### config.mk
export PLATFORM = sky130hd
export DESIGN_NAME = store_align_buffer
export DESIGN_NICKNAME = d
export VERILOG_FILES = /design/src/rtl/store_align_buffer.sv
export SDC_FILE = /design/constraint.sdc
export NUM_CORES = 1
export LEC_CHECK = 0
export ABC_AREA = 1
export CAP_MARGIN = 20
export CELL_PAD_IN_SITES_DETAIL_PLACEMENT = 1
export CELL_PAD_IN_SITES_GLOBAL_PLACEMENT = 1
export CORE_MARGIN = 4
export CORE_UTILIZATION = 40
export CTS_CLUSTER_DIAMETER = 120
export DETAILED_ROUTE_END_ITERATION = 16
export DONT_BUFFER_PORTS = 1
export PLACE_DENSITY_LB_ADDON = 0.12
export SETUP_SLACK_MARGIN = 0.1
export SLEW_MARGIN = 40
export SYNTH_ARGS = -nofsm -noshare
export SYNTH_HDL_FRONTEND = slang
export SYNTH_SLANG_ARGS = --single-unit
### constraint.sdc
create_clock -name clk -period 6.9 [get_ports clk]
set_input_delay 1.035 -clock clk [delete_from_list [all_inputs] [get_ports clk]]
set_output_delay 1.035 -clock clk [all_outputs]
set_load 0.05 [all_outputs]
### src/rtl/store_align_buffer.sv
// Store alignment and 2-entry store buffer between the MEM stage and the data-memory write port.
// Places store data on byte lanes, drops misaligned/illegal stores, drains over mem_req/mem_ack.
module store_align_buffer (
  input  logic        clk,
  input  logic        rst,
  input  logic        st_valid,
  output logic        st_ready,
  input  logic [2:0]  st_sel,
  input  logic [31:0] st_addr,
  input  logic [31:0] st_data,
  output logic        st_err,
  output logic        mem_req,
  output logic [31:0] mem_addr,
  output logic [31:0] mem_wdata,
  output logic [3:0]  mem_wstrb,
  input  logic        mem_ack,
  input  logic [31:0] ld_addr,
  output logic        ld_hit,
  output logic        sb_empty
);

  localparam int DEPTH = 2;

  logic [29:0] addr_r  [DEPTH];
  logic [31:0] wdata_r [DEPTH];
  logic [3:0]  wstrb_r [DEPTH];
  logic        wr_ptr_r;
  logic        rd_ptr_r;
  logic [1:0]  count_r;
  logic        err_r;

  logic [1:0]  off_s;
  logic [31:0] lane_wdata_s;
  logic [3:0]  lane_wstrb_s;
  logic        lane_err_s;
  logic        accept_s;
  logic        push_s;
  logic        pop_s;
  logic [1:0]  count_nxt_s;
  logic        unused_ld_off;

  assign unused_ld_off = ^ld_addr[1:0];

  // Lane placement, strobe generation and error classification of the incoming store
  always_comb begin
    off_s        = st_addr[1:0];
    lane_wdata_s = st_data;
    lane_wstrb_s = 4'b1111;
    lane_err_s   = 1'b0;
    case (st_sel)
      3'b000: begin
        lane_wdata_s = {4{st_data[7:0]}};
        lane_wstrb_s = 4'b0001 << off_s;
      end
      3'b001: begin
        lane_wdata_s = {2{st_data[15:0]}};
        lane_wstrb_s = off_s[1] ? 4'b1100 : 4'b0011;
        lane_err_s   = off_s[0];
      end
      3'b010: begin
        lane_wdata_s = st_data;
        lane_wstrb_s = 4'b1111;
        lane_err_s   = (off_s != 2'b00);
      end
      default: begin
        lane_err_s   = 1'b1;
      end
    endcase
  end

  assign st_ready = (count_r != 2'(DEPTH));
  assign accept_s = st_valid && st_ready;
  assign push_s   = accept_s && !lane_err_s;
  // mem_ack is only meaningful while a head entry is being presented
  assign pop_s    = mem_ack && (count_r != 2'd0);

  // Occupancy update for push-only, pop-only and push-with-pop
  always_comb begin
    count_nxt_s = count_r;
    case ({push_s, pop_s})
      2'b10:   count_nxt_s = count_r + 2'd1;
      2'b01:   count_nxt_s = count_r - 2'd1;
      default: count_nxt_s = count_r;
    endcase
  end

  // Pointer, occupancy and error-pulse registers
  always_ff @(posedge clk or posedge rst) begin
    if (rst) begin
      wr_ptr_r <= 1'b0;
      rd_ptr_r <= 1'b0;
      count_r  <= 2'd0;
      err_r    <= 1'b0;
    end else begin
      count_r <= count_nxt_s;
      err_r   <= accept_s && lane_err_s;
      if (push_s) begin
        wr_ptr_r <= ~wr_ptr_r;
      end
      if (pop_s) begin
        rd_ptr_r <= ~rd_ptr_r;
      end
    end
  end

  // Entry storage; cleared on reset so the idle payload reads as zero
  always_ff @(posedge clk or posedge rst) begin
    if (rst) begin
      for (int i = 0; i < DEPTH; i++) begin
        addr_r[i]  <= 30'd0;
        wdata_r[i] <= 32'd0;
        wstrb_r[i] <= 4'd0;
      end
    end else if (push_s) begin
      addr_r[wr_ptr_r]  <= st_addr[31:2];
      wdata_r[wr_ptr_r] <= lane_wdata_s;
      wstrb_r[wr_ptr_r] <= lane_wstrb_s;
    end
  end

  assign st_err    = err_r;
  assign mem_req   = (count_r != 2'd0);
  assign sb_empty  = (count_r == 2'd0);
  assign mem_addr  = {addr_r[rd_ptr_r], 2'b00};
  assign mem_wdata = wdata_r[rd_ptr_r];
  assign mem_wstrb = wstrb_r[rd_ptr_r];

  // Only occupied slots take part in the hazard compare; the tail slot counts only when full
  assign ld_hit = ((count_r != 2'd0) && (addr_r[rd_ptr_r]  == ld_addr[31:2])) ||
                  ((count_r == 2'd2) && (addr_r[~rd_ptr_r] == ld_addr[31:2]));

endmodule
* Word-level counts from Yosys, hierarchy flattened
Cells that the tools add are included.
Storage, ports and cells: register bits 137, input port bits 103, output and inout bits 73, word-level logic and storage cells 70
Cells by class: equal/unequal tests 8, muxes and demuxes 26, $add $sub $neg 2, $lt $le $gt $ge 4, reduce and logical (&&, ||, !) cells 14, shift operators 1, bitwise gates (word level) 5
Operators with widths (number):
- $mux 30 | 7
- $mux 32 | 4
- $bwmux 64 | 1
- $pmux 32 s2 | 1
- $bwmux 60 | 1
- $eq 30x30->1 | 2
- $demux 32 s1 | 1
- $demux 30 s1 | 1
- $mux 4 | 5
- $bwmux 8 | 1
- $pmux 4 s2 | 1
- $logic_and 1x1->1 | 7
- $ge 2x2->1 const B | 3
- $not 1->2 | 3
- $reduce_bool 2->1 | 3
- $demux 4 s1 | 1
- $eq 2x2->1 const B | 2
- $pmux 2 s2 | 1
- $shl 1x2->4 const A | 1
- $eq 3x1->1 const B | 1
- $eq 3x2->1 const B | 1
- $logic_not 3->1 | 1
- $pmux 1 s3 | 1
- $add 2x1->2 const B | 1
- other kinds (8) | 9

* Longest topological paths before layout
Gate-level depths: netlist of run 1.
depth in word-level cells 8, gate-level depth with buffers 13, mapped depth without buffers 12

* Least setup slack after synthesis of run 1
Ideal clock, no wire load.
kind register -> output, start register rd_ptr_r, end output ld_hit, data required time 5.865 ns, arrival time 2.389 ns, stages on the path, launching flop included 10, path slack 3.476 ns, buffers on the path 1, cells stage by stage dfrtp_1 -> buf_2 -> o21ai_0 -> nand2_1 -> nand2_1 -> nor2_1 -> nand2_1 -> nor2_1 -> nand2_1 -> nand2_1
On the way: elaborated cells between the ends (all ways) 14, those cells by class eq/ne (2); mux (6); bitwise (3); reduce/logical (3)
RTL lines:
- from (decl) | RTL line 28 | logic rd_ptr_r;
- from (signal assigned) | RTL line 101 | rd_ptr_r <= ~rd_ptr_r;
- $not 1->2
- $mux 30 (3 in series)
- via mem_addr[16] | RTL line 13 | output logic [31:0] mem_addr,
- $eq 30x30->1 | RTL line 129 | assign ld_hit = ((count_r != 2'd0) && (addr_r[rd_ptr_r] == ld_addr[31:2])) ||
- $logic_and 1x1->1 | RTL line 129
- $logic_or 1x1->1 | RTL line 129
- to (decl) | RTL line 18 | output logic ld_hit,
The timed path passes the listed nets, and every way through them passes these cells. The select of a mux whose other input is x is not followed.

* Final worst setup path of run 1
Ends and elaborated chain as after synthesis.

==> impl_metrics.tcl, run 1 <==
set metrics [dict create \
    coreArea_um2 19500 \
    ctsHoldBuffers 0 \
    grt_max_degree 98 \
    rr_worst_depth 8 \
    netlist_area_um2 7910 \
    p_leak_nw 4.78 \
    synth-edff-count 0 \
    layout.area.seq_um2 3430 \
    start_kind "flop" \
    die-area_um2 22100 \
    grt_pass1_vias 7408 \
    grt-ovfl-total 0 \
    clockBufferDepth 2 \
    rr_startpoint "count_r[0]$_DFFE_PP0P_" \
    avgViaCountPerCell 5.01 \
    reg2reg_setup_slack_ns 4.32 \
    swShare 0.555 \
    die-width_um 149 \
    hold_viol_final 0 \
    ys.flop_type "dfrtp_1" \
    multi_input_area_um2 3650 \
    status "finished clean" \
    power_frac_seq 0.297 \
    drv_slew 0 \
    finalCritPeriodShare 0.666 \
    period_needed_ns 4.60 \
    worstPathRequired_ns 5.86 \
    synth.top_cell.area_share 0.433 \
    rsz0062_at_grt "no" \
    drc 0 \
    hpwl_um 16900 \
    synth.top_cells.by_area "dfrtp_1 (43%), nand2_1 (27%), inv_1 (6.2%)" \
    pwr-share-clk 0.189 \
    path_max_fanout 56 \
    yosysMostFrequentCell "nand2_1" \
    cp_slowest_stage_delay_ns 0.81 \
    worstSetupStartpoint "rd_ptr_r$_DFFE_PP0P_" \
    fin_setup_tns_ns 0 \
    routedWlPerCell_um 16.8 \
    ys_types 25 \
    antenna_left 0 \
    yosys-top-cells-count "nand2_1 (574), dfrtp_1 (137), inv_1 (131)" \
    worstHoldEndpoint "wdata_r[49]$_DFFE_PP0P_" \
    ys_ff_latch 137 \
    clk_pin_slew_ns 0.07 \
    end_kind "primary output" \
    power.density_nw_per_um2 589 \
    min_path_cells 2 \
    synth_cells 1181 \
    die_h_um 149 \
    fin_skew_ns 0.0116 \
    tightest_slew_ns 0.720 \
    area_growth_syn_to_layout_pct 8.67 \
    path_class "flop to primary output" \
    grt_usage 0.223 \
    ctsResizeCount 0 \
    num_vias 7178 \
    power_frac_comb 0.513 \
    cp_slowest_cell "dfrtp_4" \
    nets 1257 \
    grt_pass1_wl_um 38700 \
    drv_cap 0 \
    cts_root_buffer "clkbuf_16" \
    p_switching_mw 2.81 \
    fillCellCount 2543 \
    rows 51 \
    clock-sinks 137 \
    async_flop_share 1.00 \
    fmax_ghz 0.217 \
    ios 176 \
    first_iter_violations 326 \
    cts_buffers 17 \
    synth_top_area_cell "dfrtp_1" \
    postCtsSetupBuffers 0 \
    drive_above_1_share 0.0497 \
    start_util 0.406 \
    yosys_warnings 0 \
    drt-pass1-iter-count 5 \
    clock_latency_ns 0.43 \
    ir_drop_uv 240 \
    hold_start "wdata_r[49]$_DFFE_PP0P_" \
    place_congestion 0.793 \
    htreeDepth 4 \
    arrival_ns 3.56 \
    fin_ws_ns 2.30 \
    min_path_type "flop to flop" \
    intPower_mw 2.25 \
    critPathMostFrequentCell "nand2_1" \
    timing.rr.end "addr_r[27]$_DFFE_PP0P_" \
    antenna_found_initial 1 \
    cp_cell_sequence "buf_4 > nand2_1 > nand2_1 > nand2_1 > nand2_1 > nand3_1 > nor2_1 > nand2_1 > nor2_1 > nand2_1 > nand2_1" \
    preCtsSetupSlack_ns 2.68 \
    wirelength_um 24100 \
    ys_seq_area_frac 0.433 \
    numPortBuffers 0 \
    cts_tree "built" \
    avgSynthCellArea_um2 6.70 \
    relSlewSlack 0.520 \
    setup_violations 0 \
]
## critical path, delay by kind of cell, from the launching register on
| family | cells | cell delay [ns] |
|---|---|---|
| buf+inv | 1 | 0.63 |
| flops | 1 | 0.81 |
| simple gates | 10 | 1.67 |
## worst max path at each step
stage                                       end  slack [ns]  cells past startpoint
after floorplan           addr_r[0]$_DFFE_PP0P_        2.20                      1
after global placement                   ld_hit        2.71                     12
after detailed placement                 ld_hit        2.68                     12
after CTS                                ld_hit        2.20                     12
after global routing                     ld_hit        2.00                     11
final                                    ld_hit        2.30                     11
## flip-flops by register name (all words and copies together) (netlist names)
register	count
wstrb_r	8
count_r	2
wr_ptr_r	1
st_err	1
wdata_r	64
rd_ptr_r	1
addr_r	60
## cell usage in the layout, fill, tap and decap left out, types with 2 or more instances in the layout
master     netlist  routed
o21ai_2          9      10
conb_1           1       2
inv_8            0       8
nor2_1          23      22
clkbuf_16        0      17
inv_1          131     130
nand2_4          0       2
buf_6           12       3
dfrtp_1        137     136
nand3_1         69      69
nand2_1        574     574
o21ai_1         67      67
buf_4           13       3
xor2_1           3       3
o21ai_0         82      81
a21oi_1         14      14
nand4_1          6       6
clkinv_8         0       3
inv_6            0       4
## cell type report
class	instances	area share
clock inverters	15	0.0224
multi-input cells	858	0.424
well taps	265	0.0386
repair buffers	6	0.00655
inverters	133	0.0591
clock buffers	17	0.0495
flip-flops and latches	137	0.399
diodes	1	0.000291
## stage by stage
stage,cell area [µm²],power (mW),cells,utilization,hold WS (ns)
2_1_floorplan,7910,3.69,1182,-,0.453
4_1_cts,8580,5.14,1431,0.441,0.487
3_3_place_gp,7960,4.08,1399,0.409,0.465
5_1_grt,8590,5.48,1431,0.442,0.506
3_5_place_dp,7960,4.15,1399,0.409,0.469
6_report,8600,5.07,1432,0.442,0.483
## power groups by stage
stage          combinational [mW]  clock [mW]  sequential, mW
2_1_floorplan                2.29           0            1.40
3_3_place_gp                 2.57           0            1.51
3_5_place_dp                 2.63           0            1.52
4_1_cts                      2.65       0.985            1.51
5_1_grt                      2.89        1.02            1.57
6_report                     2.60       0.960            1.51
## logic make-up (layout without fill, tap and decap cells)
kind of cell,count (synthesis),count (layout),share of synthesized area
AOI/OAI and AO/OA,174,174,0.116
xor gates and xnor gates,4,4,0.00443
adders and majority gates,1,1,0.00158
buffers and inverters,187,171,0.108
DFF,137,137,0.433
other,1,3,0.000474
and+or+nand+nor,677,677,0.336
## metal layers
metal	global-route usage	routed length [µm]	part of all wire	vias to the layer above
li1	-	-	-	3605
met1	0.260	9650	0.40	3414
met2	0.391	12300	0.51	141
met3	0.0832	1840	0.076	16
met5	0	7	0.00029	-
met4	0.0522	297	0.012	2
Power figures use the tool's default switching activity.
==> inputs of run 2 (changes only) <==
Clock period 6.9 ns to 4.6 ns, I/O delays scaled along.
==> run 2 against run 1 <==
Combinational power up 57%; final cell count grew 1.1%; clock power increased by 47%; critical path depth grew 2; via count is essentially flat; clock skew fell by 0.0051 ns; register-to-register slack worse by 2.3 ns; clock-buffer cell count increased by 1; core utilization rose by 0.63 points.
==> impl_metrics.tcl, run 2 (same netlist as run 1, synthesis figures left out) <==
set metrics [dict create \
    status "finished clean" \
    start_util 0.406 \
    ctsHoldBuffers 0 \
    cp_slowest_cell "dfrtp_4" \
    htreeDepth 4 \
    regMostFlops "wdata_r" \
    p_total_mw 7.73 \
    postCtsSetupBuffers 0 \
    avgViaCountPerCell 4.95 \
    fmax_ghz 0.265 \
    ctsResizeCount 0 \
    ios 176 \
    fin_setup_tns_ns 0 \
    p_switching_mw 4.23 \
    pwr-share-clk 0.183 \
    fin_skew_ns 0.00646 \
    grt_pass1_vias 7460 \
    rows 51 \
    cp_slowest_stage_delay_ns 0.64 \
    path_class "flop to primary output" \
    largest_reg_flops 64 \
    die-width_um 149 \
    start_kind "flop" \
    cts_buffers 17 \
    hold_viol_final 0 \
    die_h_um 149 \
    layout_common_cells "nand2_1 (574), dfrtp_1 (136), inv_1 (130), o21ai_0 (81), nand3_1 (69)" \
    drc 0 \
    critPathMostFrequentCell "nand2_1" \
    finalNonFillerCells 1448 \
    grt-ovfl-total 0 \
    drive_above_1_share 0.0626 \
    grt_usage 0.226 \
    fillCellCount 2528 \
    path_max_fanout 85 \
    ir_drop_uv 398 \
    antenna_left 0 \
    setup_violations 0 \
    grt_max_degree 109 \
    cts_tree "built" \
    final_core_util 0.448 \
    hpwl_um 17300 \
    swShare 0.548 \
    clock-sinks 137 \
    power_frac_comb 0.528 \
    fin_ws_ns 0.830 \
    place_congestion 0.809 \
    stdcell_area_um2 8720 \
    end_kind "primary output" \
    drv_cap 0 \
    finalCritPeriodShare 0.820 \
    period_needed_ns 3.77 \
    placed_area_um2 8110 \
    clockBufferDepth 2 \
    coreArea_um2 19500 \
    cp_cell_sequence "clkinv_2 > buf_12 > nand2_1 > nand2_1 > nand2_1 > nand2_1 > nand3_1 > nor2_1 > nand2_1 > nor2_1 > nand2_1 > nand2_1 > buf_4" \
    critPathBufInv 3 \
    reg_top3 "wdata_r (64), addr_r (60), wstrb_r (8)" \
    drt-pass1-iter-count 4 \
    layout_commonest_cell "nand2_1" \
    n_antenna_cell 0 \
    grt_pass1_wl_um 39000 \
    first_iter_violations 295 \
    num_vias 7174 \
    preCtsSetupSlack_ns 1.27 \
    numPortBuffers 0 \
    dp.cells 1416 \
    power_frac_seq 0.290 \
    antenna_found_initial 2 \
    rsz0062_at_grt "no" \
    clk_pin_slew_ns 0.06 \
    arrival_ns 3.08 \
    die-area_um2 22100 \
    nets 1274 \
    tightest_slew_ns 0.806 \
    cts_root_buffer "clkbuf_16" \
    crit_family "simple AND/OR/NAND/NOR gates" \
    worstPathRequired_ns 3.91 \
    hold_slack_ns 0.154 \
    intPower_mw 3.50 \
    p_leak_nw 4.85 \
    min_path_type "primary input to asynchronous set/reset pin" \
    routedWlPerCell_um 16.9 \
    area_growth_syn_to_layout_pct 10.2 \
    clock_latency_ns 0.43 \
    drv_slew 0 \
    relSlewSlack 0.463 \
    power.density_nw_per_um2 886 \
    wirelength_um 24400 \
]
[run 2: cell types whose count changed in the layout (fill, tap and decap cells not counted), moves of 2 or more]
cell / before / now
clkinv_8: 3 / 1
buf_12: 0 / 2
inv_8: 8 / 5
buf_4: 3 / 21
buf_6: 3 / 0
clkinvlp_4: 0 / 3
[run 2: path summary, 6_finish.rpt]
path                            depth (start not counted)  slack (ns)                      end                     from
worst max-delay path                                   13        0.83                   ld_hit     rd_ptr_r$_DFFE_PP0P_
worst min-delay path                                    1        0.15   addr_r[44]$_DFFE_PP0P_                      rst
worst max register to register                          9        2.04  wdata_r[23]$_DFFE_PP0P_   count_r[1]$_DFFE_PP0P_
worst min register to register                          2        0.48  wdata_r[49]$_DFFE_PP0P_  wdata_r[49]$_DFFE_PP0P_
max in group asynchronous                               2        3.62   addr_r[47]$_DFFE_PP0P_                      rst
min in group clk                                        2        0.38         st_err$_DFF_PP0_                 st_valid
[run 2: power by group through the flow]
stage	Sequential (mW)	Combinational (mW)	Clock [mW]
final	2.24	4.08	1.41
after global routing	2.33	4.53	1.49
after CTS	2.24	4.14	1.45
after detailed placement	2.26	4.12	0
after global placement	2.23	4.05	0
after floorplan	2.10	3.43	0
[run 2: area by class of cell]
class	instances	area (µm²)	share of cell area
clock inverter	14	153	0.0175
timing repair buffer	23	198	0.0227
clock buffer	18	439	0.0504
tap	265	332	0.0380
sequential	137	3430	0.394
multi-input combinational	858	3650	0.419
inverter	133	513	0.0588
[run 2: routing by layer]
layer	track usage	part of all wire	vias to the layer above	wire length (µm)
met5	0	0.00086	-	21
met4	0.0573	0.013	4	309
met3	0.0850	0.076	19	1850
met2	0.401	0.51	138	12400
met1	0.256	0.40	3376	9890
li1	-	-	3637	-
==> inputs of run 3 (changes only) <==
Settings changed: ABC_AREA 1 to 0.
Clock period 4.6 ns to 3.7 ns, I/O delays scaled along.
==> run 3 against run 2 <==
First-iteration DRC count shrank 69%; clock skew grew 0.0022 ns; register-to-register slack lost 0.57 ns; cell area shrank 3.1%.
==> impl_metrics.tcl, run 3 <==
set metrics [dict create \
    placed_area_um2 7800 \
    drive_above_1_share 0.412 \
    ys_seq_area_frac 0.457 \
    rr_startpoint "count_r[0]$_DFFE_PP0P_" \
    ys_ff_latch 137 \
    ctsHoldBuffers 0 \
    fmax_ghz 0.297 \
    n_antenna_cell 0 \
    path_class "flop to primary output" \
    synth-edff-count 0 \
    nets 662 \
    status "finished clean" \
    numPortBuffers 0 \
    path_max_fanout 14 \
    yosys_warnings 0 \
    relSlewSlack 0.502 \
    synth_cells 546 \
    min_path_type "primary input to asynchronous set/reset pin" \
    synth.top_cell.area_share 0.457 \
    reg2reg_setup_slack_ns 1.47 \
    synth_top_area_cell "dfrtp_1" \
    reg_top3 "wdata_r (64), addr_r (60), wstrb_r (8)" \
    timing.rr.end "wdata_r[47]$_DFFE_PP0P_" \
    start_util 0.412 \
    yosys-top-cells-count "dfrtp_1 (137), mux2_2 (134), mux2_1 (40), mux2_4 (40), mux2i_1 (38)" \
    worstSetupStartpoint "rd_ptr_r$_DFFE_PP0P_" \
    synth.top_cells.by_area "dfrtp_1 (46%), mux2_2 (20%), mux2_4 (8.0%)" \
    regMostFlops "wdata_r" \
    avgSynthCellArea_um2 13.7 \
    cts_tree "built" \
    grt-ovfl-total 0 \
    drv_cap 0 \
    place_congestion 0.806 \
    clk_pin_slew_ns 0.06 \
    drc 0 \
    clock_latency_ns 0.42 \
    async_flop_share 1.00 \
    coreArea_um2 18200 \
    clock-sinks 137 \
    grt_max_degree 50 \
    drt-pass1-iter-count 4 \
    setup_violations 0 \
    rsz0062_at_grt "no" \
    finalCritPeriodShare 0.911 \
    worstPathRequired_ns 3.14 \
    fin_setup_tns_ns 0 \
    die-area_um2 21000 \
    routedWlPerCell_um 24.4 \
    avgViaCountPerCell 5.50 \
    stdcell_area_um2 8450 \
    grt_pass1_wl_um 30400 \
    ys.flop_type "dfrtp_1" \
    rr_worst_depth 6 \
    clockBufferDepth 2 \
    layout_commonest_cell "dfrtp_1" \
    cts_buffers 17 \
    netlist_area_um2 7500 \
    grt_usage 0.187 \
    rows 49 \
    htreeDepth 4 \
    hpwl_um 14100 \
    antenna_found_initial 0 \
    antenna_left 0 \
    first_iter_violations 92 \
    start_kind "flop" \
    drv_slew 0 \
    wirelength_um 19600 \
    area_growth_syn_to_layout_pct 12.6 \
    hold_viol_final 0 \
    fin_skew_ns 0.00866 \
    cts_root_buffer "clkbuf_16" \
    die_h_um 145 \
    die-width_um 145 \
    num_vias 4403 \
    tightest_slew_ns 0.742 \
    ys_types 31 \
    end_kind "primary output" \
    grt_pass1_vias 5096 \
    yosysMostFrequentCell "dfrtp_1" \
    arrival_ns 2.82 \
    ios 176 \
    period_needed_ns 3.37 \
    largest_reg_flops 64 \
    layout_common_cells "dfrtp_1 (136), mux2_2 (134), mux2_4 (40), mux2_1 (40), mux2i_1 (38)" \
    endpoint "ld_hit" \
]
==> run 3: cell count changes in the layout (fill, tap and decap cells not counted), sizes merged, moves of 14 or more <==
cell   delta
mux2    +214
nor4     +14
xnor2    +32
xor2     +29
nand3    -68
inv     -132
o21ai   -154
nand2   -576
mux2i    +38
==> run 3: kinds of logic (layout without fill, tap and decap cells) <==
kind of cell | Yosys count | after routing | share of synthesized area
flip-flops | 137 | 137 | 0.457
XOR/XNOR | 65 | 65 | 0.0759
AO/OA/AOI/OAI | 15 | 15 | 0.0110
other | 1 | 2 | 0.000500
AND/OR/NAND/NOR | 42 | 42 | 0.0310
multiplexers | 252 | 252 | 0.392
adder cells (fa/ha/maj) | 1 | 1 | 0.00167
buffers and inverters | 33 | 57 | 0.0307
==> run 3: metal layers <==
metal  up-vias  GRT usage  wire [µm]
met5         -          0          0
met2       133      0.329      10100
met3        14      0.104       2170
li1       1977          -          -
met1      2279      0.198       7150
met4         0     0.0404        142
==> run 3: area by class of cell <==
class	instances	area, µm²
fill	1821	9760
multi-input combinational	377	3860
tap	229	287
clock buffer	18	439
timing repair buffer	22	233
clock inverter	14	184
sequential	137	3430
inverter	3	15.0
==> run 3: metrics by stage <==
step           setup slack (ns)   util  instances  hold slack, ns
2_1_floorplan             0.656      -        547           0.454
3_3_place_gp              0.627  0.428        767           0.464
3_5_place_dp              0.605  0.428        767           0.475
4_1_cts                   0.143  0.463        799           0.103
5_1_grt                   0.161  0.464        800           0.123
6_report                  0.330  0.464        800          0.0888
==> run 3: worst max-delay path, cell delays in order, from the launching register on <==
cell     delay (ns)
dfrtp_4        0.59
mux2_2         0.51
xor2_1         0.19
nor4_1         0.51
nand4_1        0.17
o22ai_1        0.18
buf_4          0.23
==> run 3: worst min-delay path by stage <==
stage	startpoint	to	slack, ns
3_5_place_dp	wdata_r[58]$_DFFE_PP0P_	wdata_r[58]$_DFFE_PP0P_	0.48
6_report	rst	wdata_r[31]$_DFFE_PP0P_	0.09
3_3_place_gp	wdata_r[38]$_DFFE_PP0P_	wdata_r[38]$_DFFE_PP0P_	0.46
4_1_cts	rst	wdata_r[26]$_DFFE_PP0P_	0.10
5_1_grt	rst	wdata_r[31]$_DFFE_PP0P_	0.12
2_1_floorplan	wdata_r[32]$_DFFE_PP0P_	wdata_r[32]$_DFFE_PP0P_	0.45
==> run 3: what timing repair did <==
action / 4_1_cts / 5_1_grt
setup endpoints to repair: 0 / 1
hold endpoints to repair: 0 / 0
resized for setup: 0 / 0
setup buffers: 0 / 1
Power of run 3 is left out: the tool's default activity adds up to more than one toggle a clock period on the data nets, which glitch-free logic cannot reach.
